===== src/rtl/mesh_print_mon_pkg.sv =====
// Shared types for the mesh print monitor: burst kinds, tracker entry, window offsets.
package mesh_print_mon_pkg;

  typedef enum logic [1:0] {
    KIND_STDERR = 2'd0,
    KIND_STDOUT = 2'd1,
    KIND_EOC    = 2'd2,
    KIND_NONE   = 2'd3
  } mon_kind_e;

  // Register offsets inside one channel's window.
  localparam logic [3:0] OFF_STDERR = 4'h0;
  localparam logic [3:0] OFF_STDOUT = 4'h4;
  localparam logic [3:0] OFF_EOC    = 4'h8;

  // One tracked AW burst; chan is wide enough for 16 channels.
  typedef struct packed {
    mon_kind_e   kind;
    logic [3:0]  chan;
    logic [7:0]  len;
  } trk_entry_t;

  function automatic mon_kind_e decode_kind(input logic [1:0] word_sel);
    mon_kind_e k;
    case ({word_sel, 2'b00})
      OFF_STDERR: k = KIND_STDERR;
      OFF_STDOUT: k = KIND_STDOUT;
      OFF_EOC:    k = KIND_EOC;
      default:    k = KIND_NONE;
    endcase
    return k;
  endfunction

endpackage


===== src/rtl/fifo_v3.sv =====
// Synchronous FIFO with the common_cells fifo_v3 port naming (active-low async reset).
module fifo_v3 #(
  parameter bit          FALL_THROUGH = 1'b0,
  parameter int unsigned DATA_WIDTH   = 32,
  parameter int unsigned DEPTH        = 8,
  parameter type         dtype        = logic [DATA_WIDTH-1:0],
  parameter int unsigned ADDR_DEPTH   = (DEPTH > 1) ? $clog2(DEPTH) : 1
) (
  input  logic clk_i,
  input  logic rst_ni,
  input  logic flush_i,
  output logic full_o,
  output logic empty_o,
  input  dtype data_i,
  input  logic push_i,
  output dtype data_o,
  input  logic pop_i
);

  logic [ADDR_DEPTH-1:0] rd_ptr_q, rd_ptr_d;
  logic [ADDR_DEPTH-1:0] wr_ptr_q, wr_ptr_d;
  logic [ADDR_DEPTH:0]   cnt_q, cnt_d;
  logic                  mem_we;
  dtype                  mem_q [DEPTH];

  function automatic logic [ADDR_DEPTH-1:0] ptr_inc(input logic [ADDR_DEPTH-1:0] p);
    return (p == ADDR_DEPTH'(DEPTH - 1)) ? '0 : p + 1'b1;
  endfunction

  assign full_o  = (cnt_q == (ADDR_DEPTH + 1)'(DEPTH));
  assign empty_o = (cnt_q == '0) && !(FALL_THROUGH && push_i);

  always_comb begin
    rd_ptr_d = rd_ptr_q;
    wr_ptr_d = wr_ptr_q;
    cnt_d    = cnt_q;
    mem_we   = 1'b0;
    data_o   = mem_q[rd_ptr_q];
    if (push_i && !full_o) begin
      mem_we   = 1'b1;
      wr_ptr_d = ptr_inc(wr_ptr_q);
      cnt_d    = cnt_q + 1'b1;
    end
    if (pop_i && !empty_o) begin
      rd_ptr_d = ptr_inc(rd_ptr_q);
      cnt_d    = (push_i && !full_o) ? cnt_q : cnt_q - 1'b1;
    end
    // Fall-through: a word pushed into an empty FIFO and popped at once never lands.
    if (FALL_THROUGH && (cnt_q == '0) && push_i) begin
      data_o = data_i;
      if (pop_i) begin
        mem_we   = 1'b0;
        wr_ptr_d = wr_ptr_q;
        rd_ptr_d = rd_ptr_q;
        cnt_d    = cnt_q;
      end
    end
    if (flush_i) begin
      rd_ptr_d = '0;
      wr_ptr_d = '0;
      cnt_d    = '0;
      mem_we   = 1'b0;
    end
  end

  always_ff @(posedge clk_i or negedge rst_ni) begin
    if (!rst_ni) begin
      rd_ptr_q <= '0;
      wr_ptr_q <= '0;
      cnt_q    <= '0;
    end else begin
      rd_ptr_q <= rd_ptr_d;
      wr_ptr_q <= wr_ptr_d;
      cnt_q    <= cnt_d;
    end
  end

  always_ff @(posedge clk_i) begin
    if (mem_we) mem_q[wr_ptr_q] <= data_i;
  end

endmodule


===== src/rtl/mesh_print_monitor.sv =====
// Passive AXI AW/W snooper turning per-tile print/exit writes into byte and exit-code pulses.
// Define MESH_PRINT_MON_DISPLAY_EN to echo the decoded stream in simulation. rst_n is active-high.
module mesh_print_monitor
  import mesh_print_mon_pkg::*;
#(
  parameter int unsigned N_CHAN      = 4,
  parameter int unsigned ADDR_W      = 32,
  parameter int unsigned DATA_W      = 32,
  parameter int unsigned AW_DEPTH    = 8,
  parameter logic [31:0] MON_BASE    = 32'h2FFF_0000,
  parameter logic [31:0] CHAN_STRIDE = 32'h10,
  localparam int unsigned CHAN_W     = (N_CHAN > 1) ? $clog2(N_CHAN) : 1
) (
  input  logic                clk,
  input  logic                rst_n,
  input  logic                aw_valid,
  input  logic                aw_ready,
  input  logic [ADDR_W-1:0]   aw_addr,
  input  logic [7:0]          aw_len,
  input  logic                w_valid,
  input  logic                w_ready,
  input  logic                w_last,
  input  logic [DATA_W-1:0]   w_data,
  input  logic [DATA_W/8-1:0] w_strb,
  output logic                char_valid,
  output logic                err_valid,
  output logic                eoc_valid,
  output logic [7:0]          out_byte,
  output logic [31:0]         eoc_code,
  output logic [CHAN_W-1:0]   out_chan,
  output logic [N_CHAN-1:0]   eoc_done,
  output logic                all_done,
  output logic                overflow,
  output logic                orphan_w
);

  localparam int unsigned       NBYTES   = DATA_W / 8;
  localparam logic [ADDR_W-1:0] BASE_A   = ADDR_W'(MON_BASE);
  localparam logic [ADDR_W-1:0] STRIDE_A = ADDR_W'(CHAN_STRIDE);

  // A handshake is valid&ready; the monitor only observes, never back-pressures.
  logic aw_hs, w_hs;
  assign aw_hs = aw_valid & aw_ready;
  assign w_hs  = w_valid & w_ready;

  logic [ADDR_W-1:0] aw_off, aw_chan_full;
  logic              aw_in_win;
  trk_entry_t        aw_entry;

  assign aw_off       = aw_addr - BASE_A;
  assign aw_chan_full = aw_off / STRIDE_A;
  assign aw_in_win    = (aw_addr >= BASE_A) && (aw_chan_full < ADDR_W'(N_CHAN));

  always_comb begin
    aw_entry.len  = aw_len;
    aw_entry.kind = aw_in_win ? decode_kind(aw_addr[3:2]) : KIND_NONE;
    aw_entry.chan = aw_in_win ? aw_chan_full[3:0] : 4'd0;
  end

  logic       fifo_full, fifo_empty, fifo_push, fifo_pop;
  trk_entry_t head;

  fifo_v3 #(
    .FALL_THROUGH (1'b0),
    .DEPTH        (AW_DEPTH),
    .dtype        (trk_entry_t)
  ) u_tracker (
    .clk_i   (clk),
    .rst_ni  (~rst_n),
    .flush_i (1'b0),
    .full_o  (fifo_full),
    .empty_o (fifo_empty),
    .data_i  (aw_entry),
    .push_i  (fifo_push),
    .data_o  (head),
    .pop_i   (fifo_pop)
  );

  logic [7:0]        skip_q, skip_d;
  logic [7:0]        beat_cnt_q, beat_cnt_d;
  logic              aw_to_skip, w_to_head, w_skip_dec, last_beat;
  logic              char_valid_q, char_valid_d, err_valid_q, err_valid_d;
  logic              eoc_valid_q, eoc_valid_d;
  logic [7:0]        out_byte_q, out_byte_d;
  logic [31:0]       eoc_code_q, eoc_code_d;
  logic [CHAN_W-1:0] out_chan_q, out_chan_d;
  logic [N_CHAN-1:0] eoc_done_q, eoc_done_d;
  logic              overflow_q, overflow_d, orphan_q, orphan_d;
  logic [7:0]        sel_byte;

  // Once anything was skipped, every later AW is skipped too so W order stays aligned.
  assign aw_to_skip = aw_hs && ((skip_q != 8'd0) || fifo_full);
  assign fifo_push  = aw_hs && !aw_to_skip;
  assign w_to_head  = w_hs && !fifo_empty;
  assign last_beat  = w_last || (beat_cnt_q == head.len);
  assign fifo_pop   = w_to_head && last_beat;
  assign w_skip_dec = w_hs && fifo_empty && (skip_q != 8'd0) && w_last;

  always_comb begin
    sel_byte = 8'd0;
    for (int b = NBYTES - 1; b >= 0; b--) begin
      if (w_strb[b]) sel_byte = w_data[8*b +: 8];
    end
  end

  always_comb begin
    skip_d = skip_q;
    if (w_skip_dec) skip_d = skip_d - 8'd1;
    if (aw_to_skip && (skip_d != 8'hFF)) skip_d = skip_d + 8'd1;

    beat_cnt_d = beat_cnt_q;
    if (w_to_head) beat_cnt_d = last_beat ? 8'd0 : beat_cnt_q + 8'd1;

    overflow_d = overflow_q | aw_to_skip;
    orphan_d   = orphan_q | (w_hs && fifo_empty && (skip_q == 8'd0));
  end

  always_comb begin
    char_valid_d = 1'b0;
    err_valid_d  = 1'b0;
    eoc_valid_d  = 1'b0;
    out_byte_d   = out_byte_q;
    eoc_code_d   = eoc_code_q;
    out_chan_d   = out_chan_q;
    eoc_done_d   = eoc_done_q;
    if (w_to_head) begin
      case (head.kind)
        KIND_STDOUT, KIND_STDERR: begin
          if (|w_strb) begin
            char_valid_d = (head.kind == KIND_STDOUT);
            err_valid_d  = (head.kind == KIND_STDERR);
            out_byte_d   = sel_byte;
            out_chan_d   = head.chan[CHAN_W-1:0];
          end
        end
        KIND_EOC: begin
          // Only the first exit code of a channel is reported.
          for (int c = 0; c < int'(N_CHAN); c++) begin
            if ((head.chan == 4'(c)) && !eoc_done_q[c]) begin
              eoc_valid_d   = 1'b1;
              eoc_code_d    = w_data[31:0];
              out_chan_d    = head.chan[CHAN_W-1:0];
              eoc_done_d[c] = 1'b1;
            end
          end
        end
        default: ;
      endcase
    end
  end

  always_ff @(posedge clk or posedge rst_n) begin
    if (rst_n) begin
      skip_q       <= 8'd0;
      beat_cnt_q   <= 8'd0;
      char_valid_q <= 1'b0;
      err_valid_q  <= 1'b0;
      eoc_valid_q  <= 1'b0;
      out_byte_q   <= 8'd0;
      eoc_code_q   <= 32'd0;
      out_chan_q   <= '0;
      eoc_done_q   <= '0;
      overflow_q   <= 1'b0;
      orphan_q     <= 1'b0;
    end else begin
      skip_q       <= skip_d;
      beat_cnt_q   <= beat_cnt_d;
      char_valid_q <= char_valid_d;
      err_valid_q  <= err_valid_d;
      eoc_valid_q  <= eoc_valid_d;
      out_byte_q   <= out_byte_d;
      eoc_code_q   <= eoc_code_d;
      out_chan_q   <= out_chan_d;
      eoc_done_q   <= eoc_done_d;
      overflow_q   <= overflow_d;
      orphan_q     <= orphan_d;
    end
  end

  assign char_valid = char_valid_q;
  assign err_valid  = err_valid_q;
  assign eoc_valid  = eoc_valid_q;
  assign out_byte   = out_byte_q;
  assign eoc_code   = eoc_code_q;
  assign out_chan   = out_chan_q;
  assign eoc_done   = eoc_done_q;
  assign all_done   = &eoc_done_q;
  assign overflow   = overflow_q;
  assign orphan_w   = orphan_q;

`ifdef MESH_PRINT_MON_DISPLAY_EN
  always @(posedge clk) begin
    if (!rst_n) begin
      if (char_valid_q) $write("%c", out_byte_q);
      if (err_valid_q)  $display("[ch%0d stderr] %c", out_chan_q, out_byte_q);
      if (eoc_valid_q)  $display("[ch%0d exit] code=%0d", out_chan_q, eoc_code_q);
    end
  end
`endif

endmodule


===== config.mk =====
export PLATFORM = sky130hd
export DESIGN_NAME = mesh_print_monitor
export DESIGN_NICKNAME = d
export VERILOG_FILES = /design/src/rtl/mesh_print_mon_pkg.sv /design/src/rtl/fifo_v3.sv /design/src/rtl/mesh_print_monitor.sv
export SDC_FILE = /design/constraint.sdc
export NUM_CORES = 1
export LEC_CHECK = 0
export ABC_CLOCK_PERIOD_IN_PS = 12600
export CORE_MARGIN = 2
export CORE_UTILIZATION = 58
export DETAILED_ROUTE_END_ITERATION = 8
export MAX_ROUTING_LAYER = met4
export PLACE_DENSITY = 0.83
export SETUP_SLACK_MARGIN = 0.1
export SLEW_MARGIN = 25
export SYNTH_ARGS = -nofsm -noshare
export SYNTH_HDL_FRONTEND = slang
export SYNTH_SLANG_ARGS = --single-unit

===== constraint.sdc =====
create_clock -name clk -period 12.6 [get_ports clk]
set_input_delay 2.52 -clock clk [delete_from_list [all_inputs] [get_ports clk]]
set_output_delay 2.52 -clock clk [all_outputs]
set_load 0.05 [all_outputs]

==> metrics.md <==
| Metric | Value |
|---|---|
| Outcome | `finished clean` |
| Initial Util | `58.5%` |
| Grt met3 use | `around 5.7%` |
| Placeable Area | `between 15000 and 20000 µm²` |
| Commonest non-fill, non-tap cell in the layout | `clkdlybuf4s50_1` |
| CTS tree | `yes` |
| DR pass1 iterations | `4` |
| FP Rows | `45` |
| Most frequent cells in the layout | `132 x clkdlybuf4s50_1, 112 x edfxtp_1, 76 x dfrtp_1` |
| Total power | `2.32 mW` |
| Synth cell types | `66` |
| Starting DRT DRC Count | `roughly 400` |
| Post-place setup slack | `around 6.8 ns` |
| Number of port buffers | `132` |
| Total clock sinks | `around 190` |
| CTS Root Cell | `clkbuf_16` |
| Die area | `between 15000 and 20000 µm²` |
| Largest net degree at the start of global routing | `78` |
| Crit path kind | `in -> reg` |
| Avg WL per Cell | `20.2 µm` |
| Post-Syn Instances | `619` |
| Chip Width | `about 130 µm` |
| Final period util | `between 40% and 50%` |
| Final setup fails | `0` |
| Min Tclk post-route | `5.43 ns` |
| Hold Buf Count CTS | `0` |
| Slew headroom | `around a third` |
| Worst skew pair latency | `0.44 ns` |
| Skew final | `roughly 0.0084 ns` |
| Area Overhead vs Synth | `24.6%` |
| Avg Synthesized Cell Area | `roughly 14 µm²` |
| Htree depth | `4` |
| Initial antenna violation count | `0` |
| Mapped Area | `~8800 µm²` |
| Setup_tns | `0 ns` |
| Final WS setup | `7.17 ns` |
| Vias in the first global route | `~5900` |
| Worst VDD drop | `148 µV` |
| CP endpoint kind | `flip-flop` |
| Power density cells | `212 nW/µm²` |
| IO Count | `135` |
| RSZ-0062 raised after global routing | `false` |
| Number of cells upsized or downsized after cts | `0` |
| Die Ht | `127 µm` |
| Grt ovf | `0` |
| Met1 Use GR | `between 30% and 40%` |
| Busiest metal layer after global routing | `met2` |
| CTS max path bufs | `2` |
| N_diodes | `0` |
| Yosys warning total | `0` |
| Final hold vios | `0` |
| Share of cells above drive strength 1 | `roughly 16%` |
| Fmax | `approximately 180 MHz` |
| EDFF count, synth | `approximately 110` |
| LEAKAGE | `~4.2 nW` |
| First-pass GRT wire length | `approximately 31 mm` |
| Clock slew at reported path FFs | `around 0.060 ns` |
| # Post-CTS Setup Buffers | `0` |
| DRC Markers | `0` |
| Synth Flop Type | `edfxtp_1` |
| CP Launch Type | `input pin` |
| Crit-path max FO | `11` |
| Slew Limit Fails | `0` |
| Total Wirelength | `about 20 mm` |
| FILL cells | `a little over 900` |
| Routed via count | `5810` |
| Ys async rst share | `between 40 and 50%` |
| Crit path DAT | `about 5.8 ns` |
| Slew @ Worst Pin | `~1 ns` |
| Max-Cap Viols | `0` |
| Vias/cell | `5.99` |
| HP Class | `reg -> reg` |
| Flops & latches, synth | `around 190` |
| Placer congestion estimate | `a little under 0.9` |
| All-Layer GR Usage | `approximately a quarter` |
| Register area share after synthesis | `60.2%` |
| DP HPWL | `13.3 mm` |
| Post-DRT Antenna Nets | `0` |
| M2 GR Usage | `a little over two fifths` |
| CTS Buf Count | `17` |
| Critical Path RT | `12.91 ns` |
| NumNets Final | `~860` |
| Final hold slack | `roughly 0.47 ns` |
==> logic make-up after synthesis <==
| group | Yosys count | share of synthesized area, % |
|---|---|---|
| AOI/OAI and AO/OA | 90 | 7.20 |
| xor gates and xnor gates | 19 | 2.13 |
| adders and majority gates | 11 | 1.65 |
| buffers and inverters | 36 | 2.29 |
| DFF | 189 | 60.2 |
| muxes | 85 | 14.9 |
| other | 1 | 0.0426 |
| and+or+nand+nor | 188 | 11.6 |
==> per-layer routing <==
metal	vias to the layer above	part of all wire (%)
li1	2670	-
met1	2889	40
met2	200	50
met3	51	6.1
met4	0	3.2
met5	-	0
==> power by group <==
part           switching [mW]  internal [mW]
Clock                   0.248          0.281
Combinational           0.509          0.390
Sequential              0.140          0.756
Total                   0.897           1.43
==> sequential cells by signal, summed over array words and instances, names as in the netlist, 4 cells and up <==
register,count
u_tracker.cnt_q,4
beat_cnt_q,8
out_byte,8
u_tracker.mem_q,112
eoc_code,32
skip_q,8
eoc_done,4
==> cell type report <==
type | count | area [µm²] | area share (%)
sequential | 189 | 5290 | 48.3
multi-input combinational | 409 | 3400 | 31.0
timing repair buffer | 145 | 1420 | 13.0
clock buffer | 18 | 429 | 3.92
tap | 188 | 235 | 2.15
clock inverter | 14 | 155 | 1.42
inverter | 7 | 26.3 | 0.240
==> through the flow <==
stage	util, %	area [µm²]	std cells
after CTS	72.9	11000	970
after global placement	69.0	10400	938
after detailed placement	69.0	10400	938
final	72.9	11000	970
after floorplan	-	8850	634
after global routing	72.9	11000	970
==> synthesized netlist by cell type (all sizes together) (3+ instances only) <==
cell / number / area, µm²
a21o: 4 / 30.0
a21oi: 28 / 144
a22o: 3 / 26.3
a22oi: 12 / 90.1
a311oi: 4 / 52.6
and2: 3 / 18.8
and3: 6 / 37.5
buf: 12 / 97.6
clkbuf: 17 / 77.6
dfrtp: 77 / 1930
edfxtp: 112 / 3360
ha: 10 / 125
inv: 7 / 26.3
mux2: 43 / 593
mux2i: 21 / 210
mux4: 21 / 510
nand2: 41 / 156
nand3: 21 / 105
nand4: 6 / 37.5
nand4b: 4 / 35.0
nor2: 33 / 124
nor2b: 8 / 50.1
nor3: 23 / 115
nor4: 11 / 105
nor4b: 5 / 43.8
o2111ai: 3 / 26.3
o21ai: 18 / 90.1
o21bai: 4 / 30.0
or2: 7 / 43.8
or3: 4 / 25.0
or4: 7 / 52.6
xnor2: 6 / 52.6
xor2: 12 / 113
==> worst max-delay path, cell delays in order <==
cell and delay [ns]:
clkdlybuf4s50_1 0.72, and3_1 0.29, nand2_1 0.17, or2_2 0.37, nand2_1 0.07, o21ai_0 0.10
ha_1 0.26, nand4b_1 0.10, mux2i_1 0.08, a41o_1 0.30, a311oi_4 0.41, mux2_1 0.36
==> worst paths after layout <==
| kind | start | endpoint | slack [ns] | cells past startpoint |
|---|---|---|---|---|
| setup / recovery | w_last | skip_q[1] | 7.17 | 12 |
| hold / removal | orphan_w | orphan_w | 0.47 | 1 |
| setup reg to reg | u_tracker.rd_ptr_q[0] | u_tracker.cnt_q[3] | 8.04 | 14 |
| hold reg to reg | orphan_w | orphan_w | 0.47 | 1 |
| max in group asynchronous | rst_n | u_tracker.rd_ptr_q[0] | 9.49 | 3 |
| min in group asynchronous | rst_n | overflow | 2.59 | 3 |
No activity file was read; power rests on OpenSTA's default activity.
